File: config.mk
export PLATFORM = sky130hd
export DESIGN_NAME = cmp_latch_unit
export DESIGN_NICKNAME = d
export VERILOG_FILES = /design/src/rtl/cmp_latch_unit.sv
export SDC_FILE = /design/constraint.sdc
export NUM_CORES = 1
export LEC_CHECK = 0
export BUFFER_PORTS_ARGS = -buffer_cell sky130_fd_sc_hd__buf_2
export CAP_MARGIN = 10
export CORE_UTILIZATION = 58
export CTS_BUF_LIST = sky130_fd_sc_hd__clkbuf_8
export DETAILED_ROUTE_END_ITERATION = 8
export PLACE_DENSITY_LB_ADDON = 0.2
export SLEW_MARGIN = 0
export SYNTH_ARGS = -nofsm -noshare
export SYNTH_HDL_FRONTEND = slang
export SYNTH_SLANG_ARGS = --single-unit
export TNS_END_PERCENT = 50
File: constraint.sdc
create_clock -name clk -period 1.6 [get_ports clk]
set_input_delay 0.24 -clock clk [delete_from_list [all_inputs] [get_ports clk]]
set_output_delay 0.24 -clock clk [all_outputs]
set_load 0.005 [all_outputs]
File: src/rtl/cmp_latch_unit.sv
// cmp_latch_unit: two-button operand capture with debounced loads and a
// registered, mode-selectable comparison result driven to an LED.
module cmp_latch_unit #(
    parameter int unsigned WIDTH           = 4,
    parameter int unsigned DEBOUNCE_CYCLES = 4,
    parameter bit          SIGNED_CMP      = 1'b0
) (
    input  logic             clk,
    input  logic             rst,
    input  logic [WIDTH-1:0] no,
    input  logic             push1,
    input  logic             push2,
    input  logic             clr,
    input  logic [1:0]       mode,
    output logic             a_valid,
    output logic             b_valid,
    output logic             result_valid,
    output logic             ledpin
);

    localparam int unsigned CNT_W = $clog2(DEBOUNCE_CYCLES + 1);
    localparam logic [CNT_W-1:0] CNT_LAST = CNT_W'(DEBOUNCE_CYCLES - 1);

    typedef enum logic [1:0] {EMPTY, HAVE_A, HAVE_B, READY} state_t;

    // Button path, index 0 = push1, index 1 = push2
    logic [1:0]       raw;
    logic [1:0]       sync1_q, sync2_q;
    logic [1:0]       db_q, db_d, db_prev_q;
    logic [1:0]       load_q;
    logic [CNT_W-1:0] cnt_q [2];
    logic [CNT_W-1:0] cnt_d [2];

    // Operand, FSM and output registers
    state_t           state_q, state_d;
    logic [WIDTH-1:0] a_q, a_d, b_q, b_d;
    logic             a_valid_q, a_valid_d;
    logic             b_valid_q, b_valid_d;
    logic             rv_q, rv_d;
    logic             led_q, led_d;
    logic             eq_c, lt_c, gt_c, res_c;

    assign raw = {push2, push1};

    // Synchroniser, debounced level, edge history and registered load pulse
    always_ff @(posedge clk or posedge rst) begin
        if (rst) begin
            sync1_q   <= '0;
            sync2_q   <= '0;
            db_q      <= '0;
            db_prev_q <= '0;
            load_q    <= '0;
            for (int i = 0; i < 2; i++) cnt_q[i] <= '0;
        end else begin
            sync1_q   <= raw;
            sync2_q   <= sync1_q;
            db_q      <= db_d;
            db_prev_q <= db_q;
            load_q    <= db_q & ~db_prev_q;
            for (int i = 0; i < 2; i++) cnt_q[i] <= cnt_d[i];
        end
    end

    // Debounce: count cycles of disagreement, flip level after the full run
    always_comb begin
        db_d = db_q;
        for (int i = 0; i < 2; i++) begin
            cnt_d[i] = '0;
            if (sync2_q[i] != db_q[i]) begin
                if (cnt_q[i] == CNT_LAST) begin
                    db_d[i] = ~db_q[i];
                end else begin
                    cnt_d[i] = cnt_q[i] + CNT_W'(1);
                end
            end
        end
    end

    // FSM, operand and output register bank
    always_ff @(posedge clk or posedge rst) begin
        if (rst) begin
            state_q   <= EMPTY;
            a_q       <= '0;
            b_q       <= '0;
            a_valid_q <= 1'b0;
            b_valid_q <= 1'b0;
            rv_q      <= 1'b0;
            led_q     <= 1'b0;
        end else begin
            state_q   <= state_d;
            a_q       <= a_d;
            b_q       <= b_d;
            a_valid_q <= a_valid_d;
            b_valid_q <= b_valid_d;
            rv_q      <= rv_d;
            led_q     <= led_d;
        end
    end

    // Comparison of the held operands
    always_comb begin
        eq_c = (a_q == b_q);
        if (SIGNED_CMP) begin
            lt_c = ($signed(a_q) < $signed(b_q));
            gt_c = ($signed(a_q) > $signed(b_q));
        end else begin
            lt_c = (a_q < b_q);
            gt_c = (a_q > b_q);
        end
        case (mode)
            2'b00:   res_c = eq_c;
            2'b01:   res_c = ~eq_c;
            2'b10:   res_c = lt_c;
            default: res_c = gt_c;
        endcase
    end

    // Next state: clr beats loads, load1 beats a same-cycle load2
    always_comb begin
        state_d = state_q;
        a_d     = a_q;
        b_d     = b_q;
        if (clr) begin
            state_d = EMPTY;
        end else if (load_q[0]) begin
            a_d = no;
            case (state_q)
                EMPTY:   state_d = HAVE_A;
                HAVE_B:  state_d = READY;
                default: state_d = state_q;
            endcase
        end else if (load_q[1]) begin
            b_d = no;
            case (state_q)
                EMPTY:   state_d = HAVE_B;
                HAVE_A:  state_d = READY;
                default: state_d = state_q;
            endcase
        end
        a_valid_d = (state_d == HAVE_A) || (state_d == READY);
        b_valid_d = (state_d == HAVE_B) || (state_d == READY);
        rv_d      = (state_q == READY);
        led_d     = (state_q == READY) && res_c;
    end

    assign a_valid      = a_valid_q;
    assign b_valid      = b_valid_q;
    assign result_valid = rv_q;
    assign ledpin       = led_q;

endmodule

==> results.sh <==
export IMPL_overflow=0
export IMPL_core_area_um2=1800
export IMPL_clk_latency_ps=270
export IMPL_syn_area_per_cell_um2=13.4
export IMPL_clock_fmax_ghz=0.668
export IMPL_drt_pre_antenna_iters=3
export IMPL_synth_edf_count=0
export IMPL_rsz0062_at_grt="false"
export IMPL_hold_ws_ps=16.2
export IMPL_p_per_area_nw_per_um2=1740
export IMPL_status="finished clean"
export IMPL_ios=15
export IMPL_seqCellArea_um2=726
export IMPL_die_y_um=46.6
export IMPL_rows=15
export IMPL_die_w_um=46.6
export IMPL_clk_pin_slew_ps=60
export IMPL_path_cells="ha_1, nor2b_2, o211ai_1, a211oi_1, a211o_1"
export IMPL_hold_path_class="input port to asynchronous set/reset pin"
export IMPL_setup_violations=0
export IMPL_dp_hpwl_um=1220
export IMPL_clkSinkCount=29
export IMPL_viasPerCell=4.96
export IMPL_cts_resized=0
export IMPL_cts_max_path_buffers=2
export IMPL_multi_input_area_um2=397
export IMPL_start_util_pct=64.0
export IMPL_worstPathRequired_ps=1760
export IMPL_drt_antenna_violating_nets=0
export IMPL_synthArstFlopShare_pct=100
export IMPL_grt_max_degree=30
export IMPL_setup_tns_ps=0
export IMPL_endpoint_kind="register"
export IMPL_grt_pass1_vias=633
export IMPL_leakagePower_uw=0.000696
export IMPL_critPathBufInv=0
export IMPL_globalRouteTotalUtil_pct=20.7
export IMPL_detail_route_wl_per_cell_um=12.6
export IMPL_max_cap_violations=0
export IMPL_relSlewSlack_pct=76.8
export IMPL_cts_buffers=5
export IMPL_synth_flop_cell="dfrtp_1"
export IMPL_crit_fanout=2
export IMPL_drive_above_1_share_pct=29.1
export IMPL_cp_top_family="compound AO/OA/AOI/OAI gates"
export IMPL_clockRootBuffer="clkbuf_8"
export IMPL_finalCritPeriodShare_pct=93.6
export IMPL_drv_slew=0
export IMPL_synth_cell_type_count=24
export IMPL_syn_to_final_growth_pct=17.0
export IMPL_vias=669
export IMPL_fin_crit_ps=1500
export IMPL_drc=0
export IMPL_ys_ff_latch=29
export IMPL_cts_tree="yes"
export IMPL_gp_congestion=0.741
export IMPL_yosys_warnings=0
export IMPL_hold_buffers=0
export IMPL_ir_drop_uv=1060
export IMPL_grt_first_pass_wirelength_um=2770
export IMPL_start_kind="register"
export IMPL_syn_inst=86
export IMPL_skew_ps=6.51
export IMPL_hold_viol_final=0
export IMPL_drt_total_wl_um=1700
export IMPL_io_buffers=14
export IMPL_num_antenna_cells=0
export IMPL_drt_iter0_markers=2
export IMPL_syn_area_um2=1150
export IMPL_tightest_slew_ps=348
export IMPL_path_class="register to register"
export IMPL_arrival_ps=1660
export IMPL_cts_setup_buffers=0
export IMPL_syn_num_nets=103
export IMPL_dieArea_um2=2170
export IMPL_fin_nets=126
export IMPL_ys_seq_area_share_pct=63.0
export IMPL_antenna_found_initial=0
export IMPL_max_stage_delay_ps=380
export IMPL_cts_max_level=2
export IMPL_n_fill_cell=126
export IMPL_slowest_stage="dfrtp_1"
[Yosys cell counts, types with 2 or more instances]
master | n | area share, %
nor2_1 | 5 | 1.6
nor3_1 | 2 | 0.87
nand2_1 | 4 | 1.3
xnor2_1 | 2 | 1.5
inv_1 | 8 | 2.6
nor2b_1 | 3 | 1.6
dfrtp_1 | 29 | 63
o21ai_0 | 3 | 1.3
nor3b_1 | 4 | 2.6
ha_1 | 6 | 6.5
a211oi_1 | 2 | 1.3
mux2_2 | 6 | 5.9
[layout by cell type (no fill, tap or decap)]
| master | instances |
|---|---|
| dfrtp_1 | 29 |
| buf_2 | 14 |
| inv_1 | 11 |
| mux2_2 | 6 |
| ha_1 | 6 |
| nor2_1 | 5 |
| clkbuf_8 | 5 |
| nor3b_1 | 4 |
| nand2_1 | 4 |
| nor2b_1 | 3 |
| o21ai_0 | 3 |
| xnor2_1 | 2 |
| nor3_1 | 2 |
| a211oi_1 | 2 |
| buf_4 | 2 |
| nand2b_1 | 1 |
| and3b_1 | 1 |
| a21oi_1 | 1 |
| and4_2 | 1 |
| nor2b_2 | 1 |
| o211ai_1 | 1 |
| and3_1 | 1 |
| nand3_1 | 1 |
| a211o_1 | 1 |
| nor3b_4 | 1 |
| mux2_4 | 1 |
| nand2b_4 | 1 |
[metrics by stage]
step | utilization [%] | setup slack (ps) | power, µW | area, µm² | std cells
6_report | 74.9 | 102 | 2340 | 1350 | 135
5_1_grt | 74.9 | 43.8 | 2520 | 1350 | 135
4_1_cts | 74.9 | 105 | 2370 | 1350 | 135
3_5_place_dp | 70.4 | 136 | 1820 | 1270 | 127
3_3_place_gp | 70.4 | 183 | 1770 | 1270 | 127
2_1_floorplan | - | 222 | 1610 | 1150 | 86
[sequential cells by signal, summed over array words and instances (netlist names)]
signal / count
cnt_q: 6
a_q: 4
b_q: 4
db_prev_q: 2
db_q: 2
load_q: 2
sync1_q: 2
sync2_q: 2
a_valid: 1
b_valid: 1
ledpin: 1
result_valid: 1
state_q: 1
[final cells by class]
cell class,instances,area share [%]
Clock buffer,5,5.10
Sequential cell,29,53.8
Tap cell,25,2.32
Multi-Input combinational cell,49,29.4
Inverter,8,2.23
Clock inverter,3,0.835
Timing Repair Buffer,16,6.31
[logic make-up after synthesis]
| logic type | after synthesis | synth area share (%) |
|---|---|---|
| buf+inv | 8 | 2.61 |
| flops | 29 | 63.0 |
| simple gates | 26 | 14.8 |
| fa+ha+maj | 6 | 6.51 |
| mux | 7 | 7.17 |
| compound gates | 8 | 4.45 |
| xor+xnor | 2 | 1.52 |
[power breakdown]
part           switching, µW  internal (µW)
Combinational            317            362
Sequential               149            989
Clock                    238            288
Total                    704           1640
[per-layer routing]
metal  wire [µm]  track usage (%)  vias up
met4          43             12.4        0
met3          77             9.41        4
met1         754             24.6      312
li1            -                -      337
met5           0                0        -
met2         823             30.6       16
[worst register-to-register path, delay by kind of cell (launching register included)]
kind | cells | cell delay, ps
flip-flops | 1 | 380
adder cells (fa/ha/maj) | 1 | 310
AO/OA/AOI/OAI | 3 | 530
AND/OR/NAND/NOR | 1 | 170
[final timing paths]
path / from / endpoint / slack [ps] / cells after the start
worst min register to register: sync1_q[0] / sync2_q[0] / 350 / 0
min in group clk: push2 / sync1_q[1] / 80 / 1
worst max register to register: a_q[1] / ledpin / 100 / 5
worst max-delay path: a_q[1] / ledpin / 100 / 5
max in group asynchronous: rst / b_q[0] / 1320 / 3
worst min-delay path: rst / a_q[2] / 20 / 3
Power figures use the tool's default switching activity.
